==> config.mk <==
export PLATFORM = sky130hd
export DESIGN_NAME = combat_sequencer
export DESIGN_NICKNAME = d
export VERILOG_FILES = /design/src/rtl/combat_sequencer.sv
export SDC_FILE = /design/constraint.sdc
export NUM_CORES = 1
export LEC_CHECK = 0
export ABC_AREA = 1
export BUFFER_PORTS_ARGS = -buffer_cell sky130_fd_sc_hd__buf_2
export CORE_MARGIN = 5
export CORE_UTILIZATION = 60
export CTS_CLUSTER_DIAMETER = 100
export CTS_CLUSTER_SIZE = 40
export DETAILED_ROUTE_END_ITERATION = 8
export PLACE_DENSITY = 0.88
export SETUP_SLACK_MARGIN = 0.05
export SYNTH_ARGS = -nofsm -noshare
export SYNTH_HDL_FRONTEND = slang
export SYNTH_SLANG_ARGS = --single-unit
==> constraint.sdc <==
create_clock -name frame_clk -period 5.9 [get_ports frame_clk]
set_clock_uncertainty 0.05 [all_clocks]
set_input_delay 1.475 -clock frame_clk [delete_from_list [all_inputs] [get_ports frame_clk]]
set_output_delay 1.475 -clock frame_clk [all_outputs]
set_load 0.02 [all_outputs]
==> src/rtl/combat_sequencer.sv <==
`default_nettype none
// ============================================================================
// Module   : combat_sequencer
// Brief    : Two-fighter punch scheduler with connect/trade arbitration,
//            damage/chip accounting, hitstun lockout and sticky KO.
// Revision : 1.0 - initial release
// ============================================================================
module combat_sequencer #(
    parameter int STARTUP_FRAMES  = 3,
    parameter int ACTIVE_FRAMES   = 2,
    parameter int RECOVERY_FRAMES = 6,
    parameter int HITSTUN_FRAMES  = 12,
    parameter int REACH           = 135,
    parameter int P1_FIST_OFS     = 30,
    parameter int P2_FIST_OFS     = 60,
    parameter int DAMAGE          = 10,
    parameter int CHIP            = 2,
    parameter int MAX_HEALTH      = 100
) (
    input  logic               frame_clk,
    input  logic               Reset,
    input  logic               punchReqP1,
    input  logic               punchReqP2,
    input  logic               crouchP1,
    input  logic               crouchP2,
    input  logic signed [31:0] XDist,
    input  logic signed [31:0] P1Ypos,
    input  logic signed [31:0] P2Ypos,
    output logic [2:0]         stateP1,
    output logic [2:0]         stateP2,
    output logic               PunchP1,
    output logic               PunchP2,
    output logic               hitP1,
    output logic               hitP2,
    output logic               blockP1,
    output logic               blockP2,
    output logic [7:0]         healthP1,
    output logic [7:0]         healthP2,
    output logic               KO
);

    typedef enum logic [2:0] {
        ST_IDLE     = 3'd0,
        ST_STARTUP  = 3'd1,
        ST_ACTIVE   = 3'd2,
        ST_RECOVERY = 3'd3,
        ST_HITSTUN  = 3'd4
    } state_t;

    localparam logic [3:0] c_startup_load  = 4'(STARTUP_FRAMES - 1);
    localparam logic [3:0] c_active_load   = 4'(ACTIVE_FRAMES - 1);
    localparam logic [3:0] c_recovery_load = 4'(RECOVERY_FRAMES - 1);
    localparam logic [3:0] c_hitstun_load  = 4'(HITSTUN_FRAMES - 1);
    localparam logic [7:0] c_damage        = 8'(DAMAGE);
    localparam logic [7:0] c_chip          = 8'(CHIP);
    localparam logic [7:0] c_max_health    = 8'(MAX_HEALTH);

    // Index 0 is player 1, index 1 is player 2 throughout.
    state_t          r_state     [2];
    state_t          w_state_nxt [2];
    logic [1:0][3:0] r_cnt;
    logic [1:0][3:0] w_cnt_nxt;
    logic [1:0][7:0] r_health;
    logic [1:0][7:0] w_health_nxt;
    logic [1:0]      r_landed;
    logic [1:0]      w_landed_nxt;
    logic [1:0]      r_prev_req;
    logic [1:0]      r_hit;
    logic [1:0]      r_block;
    logic            r_ko;

    logic [1:0]      w_req;
    logic [1:0]      w_crouch;
    logic [1:0]      w_press;
    logic [1:0]      w_conn;
    logic [1:0]      w_hit;
    logic [1:0]      w_block;
    logic [7:0]      w_loss;
    logic            w_reach_ok;
    logic            w_ko_nxt;
    logic            w_ko_rise;

    assign w_req      = {punchReqP2, punchReqP1};
    assign w_crouch   = {crouchP2, crouchP1};
    assign w_press    = w_req & ~r_prev_req;
    assign w_reach_ok = (XDist < REACH);

    // Both connects are judged on start-of-cycle state, so a trade applies both.
    assign w_conn[0] = (r_state[0] == ST_ACTIVE) && w_reach_ok && !r_landed[0] && !r_ko
                       && (P1Ypos + P1_FIST_OFS > P2Ypos);
    assign w_conn[1] = (r_state[1] == ST_ACTIVE) && w_reach_ok && !r_landed[1] && !r_ko
                       && (P2Ypos + P2_FIST_OFS > P1Ypos);

    always_comb begin
        w_hit        = '0;
        w_block      = '0;
        w_loss       = '0;
        w_health_nxt = r_health;
        for (int d = 0; d < 2; d++) begin
            w_hit[d]   = w_conn[1-d] & ~w_crouch[d];
            w_block[d] = w_conn[1-d] &  w_crouch[d];
            w_loss     = w_hit[d] ? c_damage : (w_block[d] ? c_chip : 8'd0);
            w_health_nxt[d] = (r_health[d] > w_loss) ? (r_health[d] - w_loss) : 8'd0;
        end
        w_ko_nxt  = r_ko || (w_health_nxt[0] == 8'd0) || (w_health_nxt[1] == 8'd0);
        w_ko_rise = w_ko_nxt && !r_ko;
    end

    always_comb begin
        w_landed_nxt = r_landed | w_conn;
        for (int p = 0; p < 2; p++) begin
            w_state_nxt[p] = r_state[p];
            w_cnt_nxt[p]   = r_cnt[p];
            case (r_state[p])
                ST_IDLE: begin
                    if (w_press[p] && !w_crouch[p] && !r_ko) begin
                        w_state_nxt[p]  = ST_STARTUP;
                        w_cnt_nxt[p]    = c_startup_load;
                        w_landed_nxt[p] = 1'b0;
                    end
                end
                ST_STARTUP: begin
                    if (r_cnt[p] == 4'd0) begin
                        w_state_nxt[p] = ST_ACTIVE;
                        w_cnt_nxt[p]   = c_active_load;
                    end else begin
                        w_cnt_nxt[p]   = r_cnt[p] - 4'd1;
                    end
                end
                ST_ACTIVE: begin
                    if (r_cnt[p] == 4'd0) begin
                        w_state_nxt[p] = ST_RECOVERY;
                        w_cnt_nxt[p]   = c_recovery_load;
                    end else begin
                        w_cnt_nxt[p]   = r_cnt[p] - 4'd1;
                    end
                end
                ST_RECOVERY, ST_HITSTUN: begin
                    if (r_cnt[p] == 4'd0) begin
                        w_state_nxt[p] = ST_IDLE;
                    end else begin
                        w_cnt_nxt[p]   = r_cnt[p] - 4'd1;
                    end
                end
                default: begin
                    w_state_nxt[p] = ST_IDLE;
                    w_cnt_nxt[p]   = 4'd0;
                end
            endcase
            // An unblocked hit aborts any state; a rising KO overrides everything.
            if (w_hit[p]) begin
                w_state_nxt[p] = ST_HITSTUN;
                w_cnt_nxt[p]   = c_hitstun_load;
            end
            if (w_ko_rise) begin
                w_state_nxt[p] = ST_IDLE;
                w_cnt_nxt[p]   = 4'd0;
            end
        end
    end

    always_ff @(posedge frame_clk or negedge Reset) begin
        if (!Reset) begin
            for (int p = 0; p < 2; p++) begin
                r_state[p] <= ST_IDLE;
            end
            r_cnt      <= '0;
            r_health   <= {c_max_health, c_max_health};
            r_landed   <= '0;
            r_prev_req <= 2'b11;
            r_hit      <= '0;
            r_block    <= '0;
            r_ko       <= 1'b0;
        end else begin
            for (int p = 0; p < 2; p++) begin
                r_state[p] <= w_state_nxt[p];
            end
            r_cnt      <= w_cnt_nxt;
            r_health   <= w_health_nxt;
            r_landed   <= w_landed_nxt;
            r_prev_req <= w_req;
            r_hit      <= w_hit;
            r_block    <= w_block;
            r_ko       <= w_ko_nxt;
        end
    end

    assign stateP1  = r_state[0];
    assign stateP2  = r_state[1];
    assign PunchP1  = (r_state[0] == ST_ACTIVE);
    assign PunchP2  = (r_state[1] == ST_ACTIVE);
    assign hitP1    = r_hit[0];
    assign hitP2    = r_hit[1];
    assign blockP1  = r_block[0];
    assign blockP2  = r_block[1];
    assign healthP1 = r_health[0];
    assign healthP2 = r_health[1];
    assign KO       = r_ko;

endmodule
`default_nettype wire
==> results.md <==
- Die area: 0.0111 mm2
- Post-DR vias/cell: 5.23
- Min-Delay Startpoint: r_landed[1]
- Slowest cell on the critical path: ha_4
- Setup crit start kind: primary input
- Ys async rst share: 100%
- CTS buffer count: 5
- # setup viols final: 0
- Peak supply drop: 0.136 mV
- IO Pins: 131
- DIE WIDTH: 105 um
- Hold Crit Class: reg2reg
- WL/cell: 12.8 um
- Tot GR Track Use: 23.8%
- Syn Inst Count: 854
- Worst hold margin: 0.464 ns
- # fillers: 714
- Slew HR: 42.6%
- Core area: 0.00881 mm2
- Worst path required time: 6.03 ns
- H-tree depth: 2
- Slowest stage delay, CP: 0.37 ns
- Remaining global-route overflow: 0
- Area post-placement: 0.00630 mm2
- Multi-input logic area: 0.00397 mm2
- Internal power: 492 uW
- Sw Pwr: 233 uW
- Design area: 0.00669 mm2
- Ant. Diodes: 0
- Worst slew pin tran: 0.861 ns
- Vias in the first global route: 5352
- Combinational power share: 32.4%
- Sequential cell area: 986 um2
- Syn_nets: 1032
- Initial antenna violation count: 0
- Final core utilization: 76.0%
- Number of distinct library cells after synthesis: 37
- Number of synthesized register bits: 39
- CTS tree: built
- Routed via count: 5831
- Hold Path Depth: 2
- Crit Path Max Fanout: 17
- Clock slew at reported path FFs: 0.08 ns
- Reg2reg path depth: 22
- WP data arrival: 5.74 ns
- R2R Path End: r_cnt[4]
- Kind of critical path: in2reg
- Leakage: 3.85 nW
- Worst Setup SP: P1Ypos[1]
- Hold Path Sink: r_landed[1]
- DRC Markers: 0
- Final worst path period share: 95.0%
- Origin of the critical flop-to-flop path: stateP2[2]
- Wirelength, routed: 14300 um
- Clk buf depth: 2
- Syn Area/Cell: 6.40 um2
- EDFF count, synth: 0
- GPL Wtd Cong: 0.925
- PortBufs: 130
- First drt pass iteration count: 5
- Antenna Nets Post-Route: 0
- First-pass GRT wire length: 22600 um
- Peak Freq: 0.178 GHz
- Sequential Power Share: 37.1%
- Hold-fix buffers, CTS: 0
- Final hold vios: 0
- Max-slew violations: 0
- Initial DRC Count: 356
- Pin count of the biggest net entering global routing: 40
- Max-cap violation count: 0
- Final setup margin: 0.295 ns
- DP Wirelength: 11700 um
- Fraction of the yosys area taken by sequential cells: 18.0%
- Fin crit period: 5.61 ns
- Initial Util: 62.0%
- Sw Ratio: 32.1%
- Pwr dens: 108 mW/mm2
- Dpl ws: -0.126 ns
- Clock power frac: 30.5%
- Share of cells above drive strength 1: 24.9%
- Synth Cell Area: 0.00546 mm2
- Fin nets: 1183
- Row Count: 34
- Layout area overhead: 22.5%
- Status: finished, final reports clean
- Die H: 105 um
- Clock sinks: 39
- Synth Flop Type: dfrtp_1
- CTS root buf: clkbuf_8
- Worst R2R Setup Slack: 2.70 ns
- Worst-skew pair later-pin latency: 0.29 ns
- Warnings, synthesis: 0
- Crit path capture type: register
flip-flops by register name (all words and copies together), names as in the netlist:
name and flops:
KO 1, healthP1 8, healthP2 8, r_block 2, r_cnt 8, r_hit 2
r_landed 2, r_prev_req 2, stateP1 3, stateP2 3
logic make-up (layout without fill, tap and decap cells):
logic type / Yosys count / after routing / share of synthesized area (%)
xor gates and xnor gates: 45 / 45 / 7.21
buffers and inverters: 191 / 343 / 13.3
adders and majority gates: 76 / 76 / 17.4
DFF: 39 / 39 / 18.0
and+or+nand+nor: 414 / 414 / 35.0
AOI/OAI and AO/OA: 89 / 89 / 9.00
power groups by stage:
stage	clock [mW]	combinational [mW]	sequential [mW]
after floorplan	0	0.139	0.274
after global placement	0	0.217	0.274
after detailed placement	0	0.224	0.274
after CTS	0.226	0.225	0.269
after global routing	0.236	0.270	0.269
final	0.221	0.235	0.269
routing by layer:
layer / track usage, % / wire length [um]
met1: 30.7 / 6320
met2: 43.0 / 7060
met3: 2.69 / 764
met4: 4.78 / 123
met5: 0 / 0
placed cells by master, fill, tap and decap left out, types with 3 or more instances in the layout:
cell type / netlist / final
a21o_1: 3 / 3
a21oi_1: 48 / 47
a31oi_1: 4 / 4
buf_2: 0 / 130
buf_4: 1 / 14
clkbuf_8: 0 / 5
dfrtp_1: 31 / 31
dfstp_2: 8 / 8
ha_1: 76 / 68
ha_2: 0 / 3
ha_4: 0 / 5
inv_1: 177 / 174
inv_2: 12 / 15
nand2_1: 185 / 175
nand2_2: 6 / 12
nand2_4: 0 / 4
nand3_1: 44 / 37
nand3_2: 5 / 10
nand4_1: 19 / 19
nor2_1: 99 / 90
nor2_2: 7 / 14
nor2_4: 8 / 10
nor3_1: 26 / 25
nor3_2: 2 / 3
nor4_1: 6 / 6
o21a_1: 3 / 3
o21ai_0: 20 / 17
o21ai_1: 4 / 4
o21ai_2: 1 / 4
xor2_1: 45 / 45
area by class of cell:
cell class	instances	share of cell area, %
Clock buffer	7	1.14
Clock inverter	1	0.449
Sequential cell	39	14.7
Inverter	189	10.6
Multi-Input combinational cell	624	59.3
Tap cell	108	2.02
Timing Repair Buffer	146	11.8
cells in the mapped netlist, types with 2 or more instances:
master	instances	area, um2
nand2_2	6	37.5
ha_1	76	951
nand4_1	19	119
a31oi_1	4	25.0
nor4_1	6	37.5
dfrtp_1	31	776
nand3_2	5	50.1
inv_1	177	664
nor3_4	2	32.5
inv_2	12	45.0
a21oi_1	48	240
nor2_4	8	90.1
dfstp_2	8	210
o21ai_0	20	100
nor2_1	99	372
xor2_1	45	394
nor3_1	26	130
a21o_1	3	22.5
nand2_1	185	694
nor2_2	7	43.8
nor3_2	2	20.0
nand3_1	44	220
o21bai_1	2	15.0
o21ai_1	4	20.0
o21a_1	3	22.5
worst max-delay path, delay by kind of cell:
family / cells / cell delay, ns
AND/OR/NAND/NOR: 28 / 3.00
adder cells (fa/ha/maj): 3 / 0.83
AO/OA/AOI/OAI: 1 / 0.07
buffers and inverters: 4 / 0.34
how the worst max path moves through the flow:
stage	slack, ns	depth (start not counted)	endpoint
2_1_floorplan	0.32	35	r_cnt[5]
3_3_place_gp	0.04	40	stateP1[0]
3_5_place_dp	-0.13	40	stateP1[0]
4_1_cts	0.15	40	stateP1[0]
5_1_grt	-0.10	41	r_cnt[7]
6_report	0.29	36	r_cnt[4]
per-stage QoR:
step / total power [mW] / std cells / TNS, ns
after CTS: 0.719 / 1107 / 0
after detailed placement: 0.497 / 1099 / -1.33
after global placement: 0.491 / 1099 / 0
final: 0.725 / 1114 / 0
after floorplan: 0.413 / 854 / 0
after global routing: 0.775 / 1114 / -0.973
timing repair:
action	CTS	global route
endpoints found under the setup margin	0	15
setup buffers	0	7
gates resized for setup	0	57
Note: power is estimated with default switching activity, not from simulation.
